### config.mk
export PLATFORM = sky130hd
export DESIGN_NAME = channel_voice_pwm
export DESIGN_NICKNAME = d
export VERILOG_FILES = /design/src/rtl/channel_voice_pwm.sv
export SDC_FILE = /design/constraint.sdc
export NUM_CORES = 1
export LEC_CHECK = 0
export ABC_AREA = 1
export CORE_ASPECT_RATIO = 1.2
export CORE_MARGIN = 10
export CORE_UTILIZATION = 40
export CTS_CLUSTER_DIAMETER = 30
export DETAILED_ROUTE_END_ITERATION = 6
export PLACE_DENSITY = 0.55
export SYNTH_ARGS = -nofsm -noshare
export SYNTH_HDL_FRONTEND = slang
export SYNTH_SLANG_ARGS = --single-unit
### constraint.sdc
create_clock -name i_clk -period 9.35 [get_ports i_clk]
set_input_delay 1.87 -clock i_clk [delete_from_list [all_inputs] [get_ports i_clk]]
set_output_delay 1.87 -clock i_clk [all_outputs]
set_load 0.02 [all_outputs]
### src/rtl/channel_voice_pwm.sv
// ---------------------------------------------------------------------------
// channel_voice_pwm
//
// Purpose: per-channel voice output stage. A phase accumulator advances once
// per PWM period by the sequencer's phase increment. Its MSB gives a square
// wave level. That level is scaled by the envelope, shifted down and saturated
// to 8 bits, and used as the PWM compare value. The result is a glitch-free
// PWM bit whose period (top+1 clocks) is set by the sequencer.
//
// Ports:
//   i_clk          system clock, rising edge
//   i_rst_n        asynchronous active-low reset
//   i_top          requested PWM top (period = top+1 clocks, 0 treated as 1)
//   i_top_valid    qualifies i_top, sampled every cycle
//   i_phase_delta  per-period phase increment, 0 = rest
//   i_envelope     amplitude multiplier
//   o_pwm          registered PWM output
//   o_sample       compare value in force this period
//   o_period_stb   one-cycle pulse on the last cycle of each PWM period
// ---------------------------------------------------------------------------
module channel_voice_pwm #(
  parameter int PHASE_WIDTH = 32,
  parameter int ENV_WIDTH   = 9,
  parameter int ENV_SHIFT   = 4,
  parameter int RESET_TOP   = 255
) (
  input  logic                   i_clk,
  input  logic                   i_rst_n,
  input  logic [7:0]             i_top,
  input  logic                   i_top_valid,
  input  logic [PHASE_WIDTH-1:0] i_phase_delta,
  input  logic [ENV_WIDTH-1:0]   i_envelope,
  output logic                   o_pwm,
  output logic [7:0]             o_sample,
  output logic                   o_period_stb
);

  localparam int PROD_WIDTH = 8 + ENV_WIDTH;
  // A top of 0 would give a one-clock period with no room for a low phase,
  // so it is promoted to 1 everywhere, including the reset value.
  localparam logic [7:0] RESET_TOP_EFF = (RESET_TOP == 0) ? 8'd1 : 8'(RESET_TOP);

  logic [7:0]             r_cnt;
  logic [7:0]             r_top_active;
  logic [7:0]             r_top_pending;
  logic [PHASE_WIDTH-1:0] r_phase;
  logic [7:0]             r_compare;
  logic                   r_pwm;

  logic                   w_pe;
  logic [7:0]             w_top_eff;
  logic [7:0]             w_top_next;
  logic [7:0]             w_level;
  logic [PROD_WIDTH-1:0]  w_prod;
  logic [PROD_WIDTH-1:0]  w_scaled;
  logic [7:0]             w_sample;

  assign w_pe       = (r_cnt == r_top_active);
  assign w_top_eff  = (i_top == 8'd0) ? 8'd1 : i_top;
  // A valid top arriving in the period-end cycle is used directly so that it
  // governs the very next period.
  assign w_top_next = i_top_valid ? w_top_eff : r_top_pending;

  // Sample is derived from the phase before this period's increment, so the
  // level lags the phase update by one period.
  assign w_level  = r_phase[PHASE_WIDTH-1] ? 8'hFF : 8'h00;
  assign w_prod   = PROD_WIDTH'(w_level) * PROD_WIDTH'(i_envelope);
  assign w_scaled = w_prod >> ENV_SHIFT;

  always_comb begin
    w_sample = w_scaled[7:0];
    if (|w_scaled[PROD_WIDTH-1:8]) begin
      w_sample = 8'hFF;
    end
    if (i_phase_delta == '0) begin
      w_sample = 8'h00;
    end
  end

  always_ff @(posedge i_clk or negedge i_rst_n) begin
    if (!i_rst_n) begin
      r_cnt         <= 8'd0;
      r_top_active  <= RESET_TOP_EFF;
      r_top_pending <= RESET_TOP_EFF;
      r_phase       <= '0;
      r_compare     <= 8'd0;
      r_pwm         <= 1'b0;
    end else begin
      if (i_top_valid) begin
        r_top_pending <= w_top_eff;
      end
      r_pwm <= (r_cnt < r_compare);
      // Compare and top only change at the end of a period, which keeps
      // every PWM pulse whole.
      if (w_pe) begin
        r_cnt        <= 8'd0;
        r_top_active <= w_top_next;
        r_phase      <= r_phase + i_phase_delta;
        r_compare    <= w_sample;
      end else begin
        r_cnt <= r_cnt + 8'd1;
      end
    end
  end

  assign o_pwm        = r_pwm;
  assign o_sample     = r_compare;
  assign o_period_stb = w_pe;

endmodule
Word level (Yosys, flattened, before mapping)
Cells that the tools add are included.
Storage, ports and cells
  flip-flop bits (word level): 65
  bits in latches: 0
  RAM bits: 0
  memory bits (read-only): 0
  input port bits: 52
  memories kept: 0
Operators by class
  add/subtract/negate cells: 2
  $mul: 1
  div/mod/pow operators: 0
  $lt $le $gt $ge: 1
  equal/unequal tests: 1
  shift operators: 0
  muxes and demuxes: 6
  bitwise logic cells: 0
  reduce and logical (&&, ||, !) cells: 3
Operator list (number)
  two-way mux 8 bit: 6
  adder 32 bit: 1
  zero test 32 bit: 1
  multiplier 8 x 9 -> 17 bit: 1
  adder 8 x 1 -> 8 bit, second input constant: 1
  == test 8 bit: 1
  zero test 8 bit: 1
  < comparator 8 bit: 1
  OR reduction 5 bit: 1

Depth between registers and ports, before layout
Gate-level depths: netlist of the first run.
  depth in word-level cells: 5
  gate-level depth with buffers: 28

Worst setup path after synthesis of the first run
OpenSTA, ideal clock, no wires.
  kind: input port to flip-flop
  from: in i_envelope[5]
  to: reg r_compare[0], in the netlist o_sample[0]
  library setup time: 0.117 ns
  data arrival time: 5.777 ns
  data required time: 9.233 ns
  setup slack: 3.457 ns
  stages on the path: 23
  path through: nand2_1 inv_1 fa_1 inv_1 fa_1 inv_1 fa_1 inv_1 fa_1 inv_1 ha_1 nand2_1 inv_1 nand2_1 nand2_1 a21oi_1 nand2_1 nand2_1 nand2_1 nor2_4 nand4_1 nand2_1 nand2_1
Between the ends
  word-level cells in the longest chain between the ends: 4
RTL lines
  start: declaration: RTL line 32  | input logic [ENV_WIDTH-1:0] i_envelope,
  multiplier 8 x 9 -> 17 bit: RTL line 67  | assign w_prod = PROD_WIDTH'(w_level) * PROD_WIDTH'(i_envelope);
  OR reduction 5 bit: RTL line 72  | if (|w_scaled[PROD_WIDTH-1:8]) begin
  two-way mux 8 bit: RTL line 72
  two-way mux 8 bit: RTL line 75  | if (i_phase_delta == '0) begin
  end signal: assignment: RTL line 99  | r_compare <= w_sample;
  end: declaration: RTL line 47  | logic [7:0] r_compare;
No other way between the ends.
A chain may end at the register's enable or synchronous reset.

Worst setup path after layout of the first run
  from: in i_envelope[5]
  to: reg r_compare[3], in the netlist o_sample[3]
Between the ends
  word-level cells in the longest chain between the ends: 4
RTL lines (RTL line)
  multiplier 8 x 9 -> 17 bit *: 67
  OR reduction 5 bit: 72
  two-way mux 8 bit *: 72
  two-way mux 8 bit *: 75
Mark *: on every way between the ends. The rest lies on a longest branch, timed or not.

==> results of run 1 <==
-- cell usage after synthesis (all sizes together) (4+ instances only) --
cell      n  share of area, %
or2      11               1.0
nand3    56               4.2
a21oi    54               3.9
inv     171               9.4
nor4     10              0.91
xnor2    14               1.8
dfrtp    49                18
o21ai    46               3.4
nor3      9              0.66
fa       33               9.6
buf      11               1.2
dfstp    16               6.1
ha       74                13
nand4    23               2.1
a21o      4              0.44
nand3b    4              0.44
xor2      9               1.1
nand2   313                17
nor2     59               3.5
o21bai    4              0.44
-- worst paths after layout --
kind                                        startpoint                          end  slack, ps  cells past startpoint
max                                      i_envelope[5]      o_sample[3]$_DFFE_PN0P_       3120                     24
min                        r_top_active[1]$_DFFE_PN1P_  r_top_active[1]$_DFFE_PN1P_        480                      2
max reg2reg                    r_phase[31]$_DFFE_PN0P_      o_sample[3]$_DFFE_PN0P_       4430                     23
min reg2reg                r_top_active[1]$_DFFE_PN1P_  r_top_active[1]$_DFFE_PN1P_        480                      2
max in group asynchronous                      i_rst_n      r_phase[18]$_DFFE_PN0P_       7030                      2
min in group asynchronous                      i_rst_n       r_phase[1]$_DFFE_PN0P_       1700                      2
-- cell usage in the layout (no fill, tap or decap), drive strengths merged, types with 23 or more instances in the layout --
cell type        n
a21oi           54
clkdlybuf4s50   60
dfrtp           49
fa              33
ha              74
inv            173
nand2          313
nand3           56
nand4           23
nor2            59
o21ai           46
-- metrics by stage --
step / power (mW) / std cells / cell area, um^2
after floorplan: 0.929 / 980 / 6860
after global placement: 1.14 / 1247 / 7670
after detailed placement: 1.14 / 1247 / 7670
after CTS: 1.48 / 1263 / 7950
after global routing: 1.63 / 1263 / 7950
final: 1.46 / 1263 / 7950
-- power breakdown --
| group | internal, mW | total, mW | switching, mW | leakage, nW |
|---|---|---|---|---|
| clock network | 0.189 | 0.331 | 0.142 | 0.140 |
| logic | 0.308 | 0.844 | 0.536 | 3.39 |
| registers | 0.287 | 0.288 | 0.000918 | 0.627 |
-- per-layer routing --
metal,part of all wire (%),track usage [%],up-vias,routed length (um)
li1,-,-,3246,-
met1,44,18.9,2875,7920
met2,52,30.3,91,9360
met3,3.1,2.58,19,570
met4,1.3,4.70,0,244
met5,0,0,-,0
-- layout make-up --
cell class	count	area, um^2	share of cell area [%]
clock buffer	11	243	3.05
clock inverter	5	40.0	0.504
inverter	171	642	8.07
multi-input combinational	732	4490	56.5
sequential	65	1650	20.7
tap	216	270	3.40
timing repair buffer	63	621	7.80
-- registers in the layout, summed over array words and instances (netlist names) --
name,cells
r_phase,32
r_cnt,8
o_sample,8
r_top_pending,8
o_pwm,1
r_top_active,8
-- critical path, cell delays in order --
cell and delay (ps):
clkdlybuf4s50_1 400, nand2_1 150, inv_1 140, fa_1 600
inv_1 70, fa_1 530, inv_1 50, fa_1 530
inv_1 60, fa_1 520, inv_1 40, ha_1 340
nand2_1 130, inv_1 60, nand2_1 100, nand2_1 60
a21oi_1 170, nand2_1 70, nand2_1 60, nand2_1 80
nor2_4 180, nand4_1 110, nand2_1 80, nand2_1 50
-- kinds of logic after synthesis --
logic type / synth area share [%]
compound gates: 9.27
buf+inv: 10.6
flops: 24.0
xor+xnor: 2.94
simple gates: 30.1
fa+ha+maj: 23.1
==> run summary, run 1 <==
Worst Clk Skew = 10.2 ps
Critical Path RT = 9580 ps
Post-route DRC violation count = 0
Wirelength, routed = 18100 um
Starting Density = 40.7%
Clock Tree Buf Depth = 2
Die Y-Extent = 163 um
Root buf cell = clkbuf_16
Avg Inst Size Synth = 7.00 um^2
Core Box Area = 16900 um^2
Fin crit share = 66.6%
Max-Cap Viols = 0
Via Count = 6231
Setup-failing EPs final = 0
Number of I/O pins = 62
Library cells used by synthesis = 39
Crit end category = flop
EDFF count, synth = 0
Relative slew slack = 40.7%
Pwr dens = 184 nW/um^2
Total track usage = 16.3%
N_diodes = 0
CP startpoint kind = input port
Status = complete, no violations
CP Class = in -> reg
Clock Latency Late Sink = 340 ps
First-pass GRT wire length = 30900 um
Input/output buffers = 61
Via density = 4.93
Final antenna-violating net count = 0
FMAX = 161 MHz
CTS Buf Count = 9
Data arrival time of the critical path = 6460 ps
Nets@finish = 1201
Worst-Margin Slew = 890 ps
WHS = 477 ps
CTS tree = built
Post-Syn Nets = 1139
Place WS = 2770 ps
Synth Register Bits = 65
Max-slew violations = 0
Setup TNS = 0 ps
Final hold violation count = 0
Warnings, synthesis = 0
Initial antenna violation count = 0
Leakage = 4.16 nW
Hold buffer count at cts = 0
Largest net degree at the start of global routing = 66
Cell area after synthesis = 6860 um^2
Gp weighted congestion = 0.931
# resized after CTS = 0
Row count = 52
Layout area overhead = 15.9%
Placed wire-length estimate = 14800 um
Hold Path Class = reg -> reg
Asr flop ratio synth = 100%
Clock H-tree levels = 3
WL/cell = 14.3 um
Layout cells sized above 1 = 5.25%
IR drop worst, VDD = 0.000192 V
Max FO, Critical Path = 8
Clock-pin slew on the worst setup and hold paths = 60 ps
Fillers = 1762
Pre-antenna DRT Iters = 5
Worst setup margin = 3120 ps
Shortest period the worst path allows = 6230 ps
Final Core Density = 47.2%
Post-synthesis sequential area ratio = 24.0%
Vias in the first global route = 6408
Initial DRC Count = 294
Clk sinks = 65
Post-Syn Instances = 980
Die W = 140 um
Die area = 22800 um^2
Postcts setup bufs = 0
Grt ovf = 0
RSZ-0062 raised after global routing = no
Main flop type after synthesis = dfrtp_1
Note: power is estimated with default switching activity, not from simulation.
==> run 2: changes to the inputs <==
clock period = 6.3 ns   (was 9.35 ns; I/O delays follow)
==> run summary, run 2 (synthesized netlist as in run 1, its figures left out) <==
CP max stage cell = fa_1 (unchanged)
Max-Cap Viols = 0 (unchanged)
IR drop worst, VDD = 0.000285 V (was 0.000192 V)
Die W = 140 um (unchanged)
Pwr dens = 274 nW/um^2 (was 184 nW/um^2)
Hold Path Class = reg -> reg (unchanged)
Die area = 22800 um^2 (unchanged)
Most used cell, CP = nand2_1 (unchanged)
Worst setup margin = 699 ps (was 3120 ps)
Initial DRC Count = 307 (was 294)
Post-route DRC violation count = 0 (unchanged)
Initial antenna violation count = 0 (unchanged)
Total track usage = 16.2% (was 16.3%)
Critical Path RT = 6540 ps (was 9580 ps)
Clock H-tree levels = 3 (unchanged)
Setup TNS = 0 ps (unchanged)
CP startpoint kind = input port (unchanged)
WL/cell = 14.2 um (was 14.3 um)
Number of flip-flops in the largest register = 32 (unchanged)
Final antenna-violating net count = 0 (unchanged)
Status = complete, no violations (unchanged)
Starting Density = 40.7% (unchanged)
Wirelength, routed = 18000 um (was 18100 um)
Input/output buffers = 61 (unchanged)
Layout cells sized above 1 = 5.35% (was 5.25%)
Data arrival time of the critical path = 5840 ps (was 6460 ps)
FMAX = 179 MHz
Gp weighted congestion = 0.931 (unchanged)
Shortest period the worst path allows = 5600 ps
Worst-Margin Slew = 869 ps (was 890 ps)
Layout area overhead = 16.1% (was 15.9%)
Final hold violation count = 0 (unchanged)
Vias in the first global route = 6420 (was 6408)
Relative slew slack = 42.0% (was 40.7%)
Clock Tree Buf Depth = 2 (unchanged)
RSZ-0062 raised after global routing = no (unchanged)
Setup-failing EPs final = 0 (unchanged)
Max-slew violations = 0 (unchanged)
CTS Buf Count = 9 (unchanged)
Max FO, Critical Path = 8 (unchanged)
Most frequent cells in the layout = 310 x nand2_1, 170 x inv_1, 74 x ha_1, 60 x clkdlybuf4s50_1 (unchanged)
Via Count = 6207 (was 6231)
CP bufs+invs = 7 (unchanged)
Largest net degree at the start of global routing = 66 (unchanged)
Pre-antenna DRT Iters = 5 (unchanged)
Root buf cell = clkbuf_16 (unchanged)
Most common cell after layout, fill and taps aside = nand2_1 (unchanged)
Die Y-Extent = 163 um (unchanged)
Core Box Area = 16900 um^2 (unchanged)
Grt ovf = 0 (unchanged)
CP top delay family = adder cells (unchanged)
Clock-pin slew on the worst setup and hold paths = 60 ps (about the same)
Nets@finish = 1201 (unchanged)
Fin crit share = 88.9%
First-pass GRT wire length = 30600 um (was 30900 um)
Max incr delay on CP = 600 ps (about the same)
Row count = 52 (unchanged)
Via density = 4.91 (was 4.93)
Clock Latency Late Sink = 340 ps (about the same)
Hold buffer count at cts = 0 (unchanged)
Number of I/O pins = 62 (unchanged)
Place WS = 340 ps (was 2770 ps)
Postcts setup bufs = 0 (unchanged)
Clk sinks = 65 (unchanged)
Worst Clk Skew = 8.72 ps (was 10.2 ps)
N_diodes = 0 (unchanged)
# resized after CTS = 0 (unchanged)
CP Class = in -> reg (unchanged)
CTS tree = built (unchanged)
Leakage = 4.16 nW (about the same)
Reg with most FFs = r_phase (unchanged)
Placed wire-length estimate = 14700 um (was 14800 um)
Sequence of cells on the critical path = clkdlybuf4s50_1 > nand2_1 > inv_1 > fa_1 > inv_1 > fa_1 > inv_1 > fa_1 > inv_1 > fa_1 > inv_1 > ha_1 > nand2_1 > inv_1 > nand2_1 > nand2_1 > a21oi_1 > nand2_1 > nand2_1 > nand2_1 > nor2_4 > nand4_1 > nand2_1 > nand2_1 (unchanged)
Crit end category = flop (unchanged)
PnR Total Power = 2.18 mW (was 1.46 mW)
## run 2: cell types whose count changed in the layout (fill, tap and decap cells not counted), sizes merged
| cell | before | now |
|---|---|---|
| clkbuf | 11 | 10 |
| clkinv | 3 | 1 |
| clkinvlp | 0 | 2 |
| inv | 173 | 174 |
## run 2: metrics by stage
| stage | utilization [%] | hold slack, ps | cells | area, um^2 |
|---|---|---|---|---|
| global placement | 45.5 | 463 | 1247 | 7670 |
| detailed placement | 45.5 | 469 | 1247 | 7670 |
| global route | 47.3 | 502 | 1263 | 7970 |
| finish | 47.3 | 479 | 1263 | 7970 |
| CTS | 47.3 | 479 | 1263 | 7970 |
| floorplan | - | 451 | 980 | 6860 |
## run 2: worst register-to-register path, cell delays in order, from the launching register on
cell	delay [ps]
dfrtp_1	530
nand2_1	230
inv_1	140
fa_1	600
inv_1	70
fa_1	530
inv_1	50
fa_1	530
inv_1	60
fa_1	530
inv_1	40
ha_1	340
nand2_1	130
inv_1	60
nand2_1	100
nand2_1	60
a21oi_1	170
nand2_1	70
nand2_1	60
nand2_1	80
nor2_4	170
nand4_1	110
nand2_1	80
nand2_1	50
## run 2: path summary, 6_finish.rpt
check | to | cells past startpoint | from | slack [ps]
worst max register to register | o_sample[3]$_DFFE_PN0P_ | 23 | r_phase[31]$_DFFE_PN0P_ | 1410
max in group asynchronous | r_phase[25]$_DFFE_PN0P_ | 2 | i_rst_n | 4610
worst max-delay path | o_sample[3]$_DFFE_PN0P_ | 24 | i_envelope[5] | 700
worst min-delay path | r_top_active[1]$_DFFE_PN1P_ | 2 | r_top_active[1]$_DFFE_PN1P_ | 480
min in group asynchronous | r_phase[9]$_DFFE_PN0P_ | 2 | i_rst_n | 1100
worst min register to register | r_top_active[1]$_DFFE_PN1P_ | 2 | r_top_active[1]$_DFFE_PN1P_ | 480
## run 2: final cells by class
cell class                 count  area (um^2)
clock buffer                  10          250
clock inverter                 6         46.3
fill                        1762         8890
inverter                     171          642
multi-input combinational    732         4490
sequential                    65         1650
tap                          216          270
timing repair buffer          63          621
## run 2: metal layers
| metal | GRT usage [%] | wire, um | part of all wire, % | up-vias |
|---|---|---|---|---|
| li1 | - | - | - | 3238 |
| met3 | 2.67 | 527 | 2.9 | 22 |
| met1 | 18.6 | 7850 | 44 | 2851 |
| met4 | 5.64 | 392 | 2.2 | 0 |
| met2 | 29.7 | 9190 | 51 | 96 |
| met5 | 0 | 0 | 0 | - |
## run 2: power breakdown
| part | switching [mW] | internal, mW | leakage (nW) |
|---|---|---|---|
| Combinational | 0.789 | 0.457 | 3.39 |
| Clock | 0.212 | 0.294 | 0.141 |
| Sequential | 0.00139 | 0.426 | 0.627 |
| Total | 1.00 | 1.18 | 4.16 |
==> run 3: changes to the inputs <==
clock period = 7.2 ns   (was 6.3 ns; I/O delays follow)
==> run summary, run 3 (synthesized netlist as in run 1, its figures left out) <==
Place WS = 1050 ps (was 340 ps)
Net switching power = 858 uW (was 1.00 mW)
Max FO, Critical Path = 8 (unchanged)
Placed wire-length estimate = 14700 um (about the same)
RSZ-0062 raised after global routing = no (unchanged)
Grt ovf = 0 (unchanged)
Critical Path RT = 7430 ps (was 6540 ps)
Setup TNS = 0 ps (unchanged)
CP startpoint kind = input port (unchanged)
Die Y-Extent = 163 um (unchanged)
Fin crit share = 80.3%
Pre-antenna DRT Iters = 5 (unchanged)
Area after DPL = 7670 um^2 (unchanged)
FMAX = 173 MHz
Sequential share of power = 20.1% (was 19.6%)
Shortest period the worst path allows = 5780 ps
Hold buffer count at cts = 0 (unchanged)
WL/cell = 14.2 um (about the same)
CP Class = in -> reg (unchanged)
Data arrival time of the critical path = 6010 ps (was 5840 ps)
Most frequent cells in the layout = 310 x nand2_1, 170 x inv_1, 74 x ha_1, 60 x clkdlybuf4s50_1 (unchanged)
Clock Latency Late Sink = 340 ps (about the same)
Via Count = 6253 (was 6207)
PnR Total Power = 1.86 mW (was 2.18 mW)
First-pass GRT wire length = 30600 um (about the same)
# resized after CTS = 0 (unchanged)
Max incr delay on CP = 600 ps (about the same)
Core Box Area = 16900 um^2 (unchanged)
Row count = 52 (unchanged)
Vias in the first global route = 6463 (was 6420)
Layout area overhead = 15.7% (was 16.1%)
Crit path from = i_envelope[5] (unchanged)
Clk sinks = 65 (unchanged)
IR drop worst, VDD = 0.000253 V (was 0.000285 V)
Max-Cap Viols = 0 (unchanged)
Root buf cell = clkbuf_16 (unchanged)
Postcts setup bufs = 0 (unchanged)
Pwr dens = 235 nW/um^2 (was 274 nW/um^2)
Critical Path End = o_sample[6]$_DFFE_PN0P_ (was o_sample[3]$_DFFE_PN0P_)
Wirelength, routed = 17900 um (was 18000 um)
Worst setup margin = 1420 ps (was 699 ps)
Die area = 22800 um^2 (unchanged)
CTS tree = built (unchanged)
Worst Clk Skew = 11.9 ps (was 8.72 ps)
Hold-critical path depth = 2 (unchanged)
Die W = 140 um (unchanged)
Worst-Margin Slew = 855 ps (was 869 ps)
Leakage = 4.14 nW (was 4.16 nW)
N_diodes = 0 (unchanged)
Reg2Reg Depth = 23 (unchanged)
Crit end category = flop (unchanged)
Clock Tree Buf Depth = 2 (unchanged)
Final Core Density = 47.1% (was 47.3%)
Clock power frac = 21.8% (was 23.2%)
Number of flip-flops in the largest register = 32 (unchanged)
Clock H-tree levels = 3 (unchanged)
Post-route DRC violation count = 0 (unchanged)
Final Cell Area = 7940 um^2 (was 7970 um^2)
Status = complete, no violations (unchanged)
RR Startpoint = r_phase[31]$_DFFE_PN0P_ (unchanged)
Initial antenna violation count = 0 (unchanged)
Largest net degree at the start of global routing = 66 (unchanged)
Worst r2r dst = o_sample[6]$_DFFE_PN0P_ (was o_sample[3]$_DFFE_PN0P_)
Number of I/O pins = 62 (unchanged)
Hold Path Class = reg -> reg (unchanged)
CTS Buf Count = 9 (unchanged)
CP max stage cell = fa_1 (unchanged)
Nets@finish = 1201 (unchanged)
Starting Density = 40.7% (unchanged)
Reg with most FFs = r_phase (unchanged)
Final antenna-violating net count = 0 (unchanged)
Final hold violation count = 0 (unchanged)
Initial DRC Count = 371 (was 307)
Setup-failing EPs final = 0 (unchanged)
Sequence of cells on the critical path = clkdlybuf4s50_1 > nand2_1 > inv_1 > fa_1 > inv_1 > fa_1 > inv_1 > fa_1 > inv_1 > fa_1 > inv_1 > ha_1 > nand2_1 > inv_1 > nand2_1 > nand2_1 > a21oi_1 > nand2_1 > nand2_1 > nand2_1 > nor2_4 > nand4_1 > nand2_1 > nand2_1 (unchanged)
Most used cell, CP = nand2_1 (unchanged)
Sw Share = 46.0% (about the same)
Power share of the combinational group = 58.2% (was 57.2%)
Register-to-Register Setup Slack = 2300 ps (was 1410 ps)
Via density = 4.95 (was 4.91)
Clock-pin slew on the worst setup and hold paths = 60 ps (about the same)
Relative slew slack = 43.0% (was 42.0%)
Most common cell after layout, fill and taps aside = nand2_1 (unchanged)
Layout cells sized above 1 = 5.06% (was 5.35%)
Input/output buffers = 61 (unchanged)
Total track usage = 16.1% (was 16.2%)
Cell Int Power = 1.01 mW (was 1.18 mW)
Gp weighted congestion = 0.931 (about the same)
Max-slew violations = 0 (unchanged)
## run 3: changes by cell type in the layout (fill, tap and decap cells not counted)
cell	before	now
inv_6	3	0
clkbuf_1	0	3
clkinvlp_4	2	1
clkbuf_16	10	9
clkinv_4	0	2
## run 3: critical path: cells and delay by family
family / cells / cell delay (ps)
adders and majority gates: 5 / 2530
buffers and inverters: 7 / 810
AOI/OAI and AO/OA: 1 / 170
and+or+nand+nor: 11 / 1050
## run 3: worst min-delay path by stage
| stage | slack, ps | start | endpoint |
|---|---|---|---|
| 2_1_floorplan | 450 | r_top_pending[5]$_DFF_PN1_ | r_top_pending[5]$_DFF_PN1_ |
| 3_3_place_gp | 460 | r_top_pending[7]$_DFF_PN1_ | r_top_pending[7]$_DFF_PN1_ |
| 3_5_place_dp | 470 | r_top_active[1]$_DFFE_PN1P_ | r_top_active[1]$_DFFE_PN1P_ |
| 4_1_cts | 480 | r_top_active[1]$_DFFE_PN1P_ | r_top_active[1]$_DFFE_PN1P_ |
| 5_1_grt | 500 | r_phase[21]$_DFFE_PN0P_ | r_phase[21]$_DFFE_PN0P_ |
| 6_report | 480 | r_top_active[1]$_DFFE_PN1P_ | r_top_active[1]$_DFFE_PN1P_ |
## run 3: final cells by class
type                            count  area [um^2]
Fill cell                        1761         8920
Multi-Input combinational cell    732         4490
Sequential cell                    65         1650
Inverter                          171          642
Timing Repair Buffer               63          621
Tap cell                          216          270
Clock buffer                       12          236
Clock inverter                      4         30.0
## run 3: routing by layer
metal,GRT usage [%],part of all wire [%]
met5,0,0
met1,18.3,43
met3,2.64,3.1
met2,29.5,51
met4,6.06,2.7
## run 3: per-stage QoR
step,hold slack [ps],cells
after floorplan,451,980
after global placement,463,1247
after detailed placement,468,1247
after CTS,478,1263
after global routing,497,1263
final,475,1263
## run 3: power groups by stage
stage | sequential [mW] | combinational [mW] | clock, mW
after floorplan | 0.380 | 0.827 | 0
after global placement | 0.380 | 1.10 | 0
after detailed placement | 0.380 | 1.09 | 0
after CTS | 0.374 | 1.10 | 0.416
after global routing | 0.374 | 1.27 | 0.430
final | 0.374 | 1.08 | 0.406
